--- src/rtl/ysyx_25020047_mem_arbiter.sv ---
// ysyx_25020047_mem_arbiter: shares one memory port between the IFU (read-only)
// and the LSU (read/write with byte mask). One transaction in flight at a time.
// Optional feature: define YSYX_ARB_RR_EN for round-robin arbitration on ties;
// without it the LSU always wins over the IFU.
module ysyx_25020047_mem_arbiter #(
   parameter int unsigned ADDR_W = 32,
   parameter int unsigned DATA_W = 32
) (
   input  logic                clock,
   input  logic                reset,
   input  logic                ifu_req_valid,
   output logic                ifu_req_ready,
   input  logic [ADDR_W-1:0]   ifu_req_addr,
   output logic                ifu_resp_valid,
   output logic [DATA_W-1:0]   ifu_resp_data,
   input  logic                lsu_req_valid,
   output logic                lsu_req_ready,
   input  logic                lsu_req_wen,
   input  logic [ADDR_W-1:0]   lsu_req_addr,
   input  logic [DATA_W-1:0]   lsu_req_wdata,
   input  logic [DATA_W/8-1:0] lsu_req_wmask,
   output logic                lsu_resp_valid,
   output logic [DATA_W-1:0]   lsu_resp_data,
   output logic                mem_req_valid,
   input  logic                mem_req_ready,
   output logic                mem_req_wen,
   output logic [ADDR_W-1:0]   mem_req_addr,
   output logic [DATA_W-1:0]   mem_req_wdata,
   output logic [DATA_W/8-1:0] mem_req_wmask,
   input  logic                mem_resp_valid,
   input  logic [DATA_W-1:0]   mem_resp_data
);

   localparam int unsigned MASK_W = DATA_W / 8;

   typedef enum logic [1:0] {
      S_IDLE = 2'd0,
      S_REQ  = 2'd1,
      S_WAIT = 2'd2
   } state_e;

   state_e              state_q;
   logic                owner_lsu_q;
   logic                mem_req_valid_q;
   logic                mem_req_wen_q;
   logic [ADDR_W-1:0]   mem_req_addr_q;
   logic [DATA_W-1:0]   mem_req_wdata_q;
   logic [MASK_W-1:0]   mem_req_wmask_q;
   logic                ifu_resp_valid_q;
   logic [DATA_W-1:0]   ifu_resp_data_q;
   logic                lsu_resp_valid_q;
   logic [DATA_W-1:0]   lsu_resp_data_q;

   logic                lsu_wins;
   logic                grant_lsu;
   logic                grant_ifu;

`ifdef YSYX_ARB_RR_EN
   logic                last_lsu_q;

   // On a tie the LSU wins only if the IFU was granted last
   assign lsu_wins = !ifu_req_valid || !last_lsu_q;

   // Round-robin pointer: remembers which requester got the most recent grant
   always_ff @(posedge clock or posedge reset) begin
      if (reset) begin
         last_lsu_q <= 1'b0;
      end else if (grant_lsu) begin
         last_lsu_q <= 1'b1;
      end else if (grant_ifu) begin
         last_lsu_q <= 1'b0;
      end
   end
`else
   assign lsu_wins = 1'b1;
`endif

   // Grant decision; ready is combinational so the handshake completes in IDLE
   always_comb begin
      grant_lsu = 1'b0;
      grant_ifu = 1'b0;
      if ((state_q == S_IDLE) && !reset) begin
         grant_lsu = lsu_req_valid && lsu_wins;
         grant_ifu = ifu_req_valid && !grant_lsu;
      end
   end

   assign ifu_req_ready  = grant_ifu;
   assign lsu_req_ready  = grant_lsu;
   assign mem_req_valid  = mem_req_valid_q;
   assign mem_req_wen    = mem_req_wen_q;
   assign mem_req_addr   = mem_req_addr_q;
   assign mem_req_wdata  = mem_req_wdata_q;
   assign mem_req_wmask  = mem_req_wmask_q;
   assign ifu_resp_valid = ifu_resp_valid_q;
   assign ifu_resp_data  = ifu_resp_data_q;
   assign lsu_resp_valid = lsu_resp_valid_q;
   assign lsu_resp_data  = lsu_resp_data_q;

   // Transaction FSM: latch request, hold it to memory, route the response back
   always_ff @(posedge clock or posedge reset) begin
      if (reset) begin
         state_q          <= S_IDLE;
         owner_lsu_q      <= 1'b0;
         mem_req_valid_q  <= 1'b0;
         mem_req_wen_q    <= 1'b0;
         mem_req_addr_q   <= '0;
         mem_req_wdata_q  <= '0;
         mem_req_wmask_q  <= '0;
         ifu_resp_valid_q <= 1'b0;
         ifu_resp_data_q  <= '0;
         lsu_resp_valid_q <= 1'b0;
         lsu_resp_data_q  <= '0;
      end else begin
         ifu_resp_valid_q <= 1'b0;
         lsu_resp_valid_q <= 1'b0;
         case (state_q)
            S_IDLE: begin
               if (grant_lsu) begin
                  owner_lsu_q     <= 1'b1;
                  mem_req_wen_q   <= lsu_req_wen;
                  mem_req_addr_q  <= lsu_req_addr;
                  mem_req_wdata_q <= lsu_req_wdata;
                  mem_req_wmask_q <= lsu_req_wmask;
                  mem_req_valid_q <= 1'b1;
                  state_q         <= S_REQ;
               end else if (grant_ifu) begin
                  owner_lsu_q     <= 1'b0;
                  mem_req_wen_q   <= 1'b0;
                  mem_req_addr_q  <= ifu_req_addr;
                  mem_req_wdata_q <= '0;
                  mem_req_wmask_q <= '0;
                  mem_req_valid_q <= 1'b1;
                  state_q         <= S_REQ;
               end
            end
            S_REQ: begin
               if (mem_req_ready) begin
                  mem_req_valid_q <= 1'b0;
                  state_q         <= S_WAIT;
               end
            end
            S_WAIT: begin
               if (mem_resp_valid) begin
                  if (owner_lsu_q) begin
                     lsu_resp_valid_q <= 1'b1;
                     lsu_resp_data_q  <= mem_resp_data;
                  end else begin
                     ifu_resp_valid_q <= 1'b1;
                     ifu_resp_data_q  <= mem_resp_data;
                  end
                  state_q <= S_IDLE;
               end
            end
            default: state_q <= S_IDLE;
         endcase
      end
   end

endmodule

--- config.mk ---
export PLATFORM = sky130hd
export DESIGN_NAME = ysyx_25020047_mem_arbiter
export DESIGN_NICKNAME = d
export VERILOG_FILES = /design/src/rtl/ysyx_25020047_mem_arbiter.sv
export SDC_FILE = /design/constraint.sdc
export NUM_CORES = 1
export LEC_CHECK = 0
export BUFFER_PORTS_ARGS = -buffer_cell sky130_fd_sc_hd__buf_2
export CORE_MARGIN = 5
export CORE_UTILIZATION = 46
export CTS_CLUSTER_SIZE = 14
export DETAILED_ROUTE_END_ITERATION = 12
export MAX_ROUTING_LAYER = met4
export PLACE_DENSITY_LB_ADDON = 0.05
export SYNTH_ARGS = -nofsm -noshare
export SYNTH_HDL_FRONTEND = slang
export SYNTH_SLANG_ARGS = --single-unit
--- constraint.sdc ---
create_clock -name clock -period 4.9 [get_ports clock]
set_input_delay 0.49 -clock clock [delete_from_list [all_inputs] [get_ports clock]]
set_output_delay 0.49 -clock clock [all_outputs]
set_load 0.1 [all_outputs]
==> results.md <==
- CP max stage delay: 0.63 ns
- Final ANT Viol Nets: 0
- Post-DP HPWL: 10850 µm
- Clock root cell: clkbuf_16
- Clk_lat worst skew: 0.41 ns
- Final Max Tran Viols: 0
- Worst Tran Pin Value: 1.186 ns
- Max Root-Sink Buffers: 2
- Gr ovfl total: 0
- Placed Area: 0.006977 mm²
- Clk sinks: 139
- Final Core Density: 0.6379
- DRC Markers: 0
- Core area: 0.01186 mm²
- CP Cell Sequence: nor4b_4 -> buf_4 -> buf_2
- Syn Nets: 527
- PortBufs: 276
- Seq/Total Area, Yosys: 0.6304
- Top-area cell type share of the netlist area: 0.6304
- Clock edge transition at the registers on the reported setup and hold paths: 0.05 ns
- Drt first pass iters: 5
- Commonest non-fill, non-tap cells in the layout: buf_2, dfrtp_1, mux2_2
- Hold Path Class: input port to flop
- Initial antenna violation count: 2
- Final min period: 2.934 ns
- Nets: 799
- Row count: 40
- Post-synth EDFFs: 0
- Max_cap viols: 0
- CP endpoint kind: output port
- Post-DR wirelength/cell: 18.63 µm
- Top cells by area, synth: dfrtp_1, mux2_2, a22o_1
- Crit path launch type: flop
- Final Hold Fails: 0
- Critical path type: flop to output port
- CP required: 4.41 ns
- Cell count after synthesis: 388
- Worst Path Arrival: 2.44 ns
- Largest net degree at the start of global routing: 95
- Die area: 0.01429 mm²
- Cells on Worst Hold Path: 2
- Initial DRC Count: 294
- RR Startpoint: state_q[1]
- Max-slew headroom: 0.2091
- End of the worst register-to-register path: mem_req_addr[16]
- Ys async rst share: 1.000
- Hold-fix buffers, CTS: 0
- Setup repair after global routing missed its margin: no
- Post-synth top area cell: dfrtp_1
- Starting Density: 0.4652
- # H-tree levels: 4
- Via-per-instance ratio: 5.341
- Main synth FF type: dfrtp_1
- Commonest non-fill, non-tap cell in the layout: buf_2
- Routed wire length: 15320 µm
- Syn_area_per_cell: 14.22 µm²
- P&R area growth vs syn: 37.12%
- Resize count post-CTS: 0
- Fin Setup TNS: 0 ns
- #FFs+latches synth: 139
- Synthesized cell area: 0.005518 mm²
- Status: complete, no violations
- Vias: 4390
- Reg-to-reg setup timing slack: 2.89 ns
- TritonCTS buffer count: 17
- I/O pin count: 277
- F_max: 0.3409 GHz
- Layout filler cell count: 963
- Fin crit share: 0.5987
- Worst reg2reg path depth: 3
- DIE HEIGHT: 119.5 µm
- Routability cong.: 0.7917
- Synth warn: 0
- Proportion of layout cells with a drive suffix above 1: 0.5661
- Post-CTS setup buffer count: 0
- Min-delay src: lsu_req_wdata[5]
- CTS tree: built
- Worst Hold Path EP: mem_req_wdata[5]
- Slowest CP cell: buf_4
- Distinct cells, synth: 25
- GRT Total Usage: 0.2216
- Final instance area: 0.007566 mm²
- Clk_skew: 0.006695 ns
- Vias in the first global route: 4573
- First-pass GRT wire length: 23970 µm
- Die X: 119.5 µm
- Setup violations, final: 0
- Crit path max fanout: 71
-- worst max-delay path, delay by kind of cell, from the launching register on --
family / cells / cell delay [ns]
buf+inv: 2 / 1.18
flops: 1 / 0.51
simple gates: 1 / 0.31
-- stage by stage --
step | setup WS, ns | instances | hold slack, ns
global placement | 2.356 | 788 | 0.4626
CTS | 1.965 | 820 | 0.2786
global route | 1.861 | 822 | 0.2818
floorplan | 0.6855 | 388 | 0.5308
detailed placement | 2.336 | 788 | 0.4830
finish | 1.966 | 822 | 0.2939
-- layer usage --
layer / up-vias / GRT usage / wire length, µm
li1: 2030 / - / -
met3: 33 / 0.07729 / 1344
met5: - / - / 0
met2: 190 / 0.3400 / 7462
met1: 2137 / 0.2638 / 6050
met4: 0 / 0.1045 / 459
-- sequential cells by signal (all words and copies together), names as in the netlist --
| name | cells |
|---|---|
| ifu_resp_data | 32 |
| ifu_resp_valid | 1 |
| lsu_resp_data | 32 |
| lsu_resp_valid | 1 |
| mem_req_addr | 32 |
| mem_req_valid | 1 |
| mem_req_wdata | 32 |
| mem_req_wen | 1 |
| mem_req_wmask | 4 |
| owner_lsu_q | 1 |
| state_q | 2 |
-- area by class of cell --
type | count | area (µm²) | share of cell area
Inverter | 3 | 16.27 | 0.002150
Clock buffer | 26 | 499.2 | 0.06598
Clock inverter | 6 | 85.08 | 0.01125
Tap cell | 147 | 183.9 | 0.02431
Multi-Input combinational cell | 216 | 1864 | 0.2464
Sequential cell | 139 | 3478 | 0.4597
Timing Repair Buffer | 283 | 1434 | 0.1895
Antenna cell | 2 | 5.005 | 0.0006615
-- cell usage after synthesis (3+ instances only) --
| library cell | number |
|---|---|
| inv_1 | 3 |
| buf_4 | 5 |
| a32oi_1 | 32 |
| a22oi_1 | 32 |
| nand2_1 | 35 |
| dfrtp_1 | 139 |
| a22o_1 | 37 |
| mux2_2 | 63 |
| clkbuf_1 | 7 |
| buf_2 | 16 |
-- cells by family (layout without fill, tap and decap cells) --
| kind of cell | after synthesis | in the layout | synth area share |
|---|---|---|---|
| other | 0 | 2 | 0 |
| AO/OA/AOI/OAI | 105 | 105 | 0.1578 |
| multiplexers | 64 | 64 | 0.1306 |
| flip-flops | 139 | 139 | 0.6304 |
| AND/OR/NAND/NOR | 47 | 47 | 0.04899 |
| buffers and inverters | 33 | 318 | 0.03220 |
-- worst max-delay path by stage --
stage / cells past startpoint / start / endpoint / slack (ns)
floorplan: 1 / reset / ifu_resp_data[0] / 0.69
global placement: 4 / reset / lsu_req_ready / 2.36
detailed placement: 4 / reset / lsu_req_ready / 2.34
CTS: 3 / state_q[1] / lsu_req_ready / 1.96
global route: 3 / state_q[1] / lsu_req_ready / 1.86
finish: 3 / state_q[0] / lsu_req_ready / 1.97
Power is not shown: default switching activity piles up to over one toggle a cycle in this logic, so the estimate is an artifact.
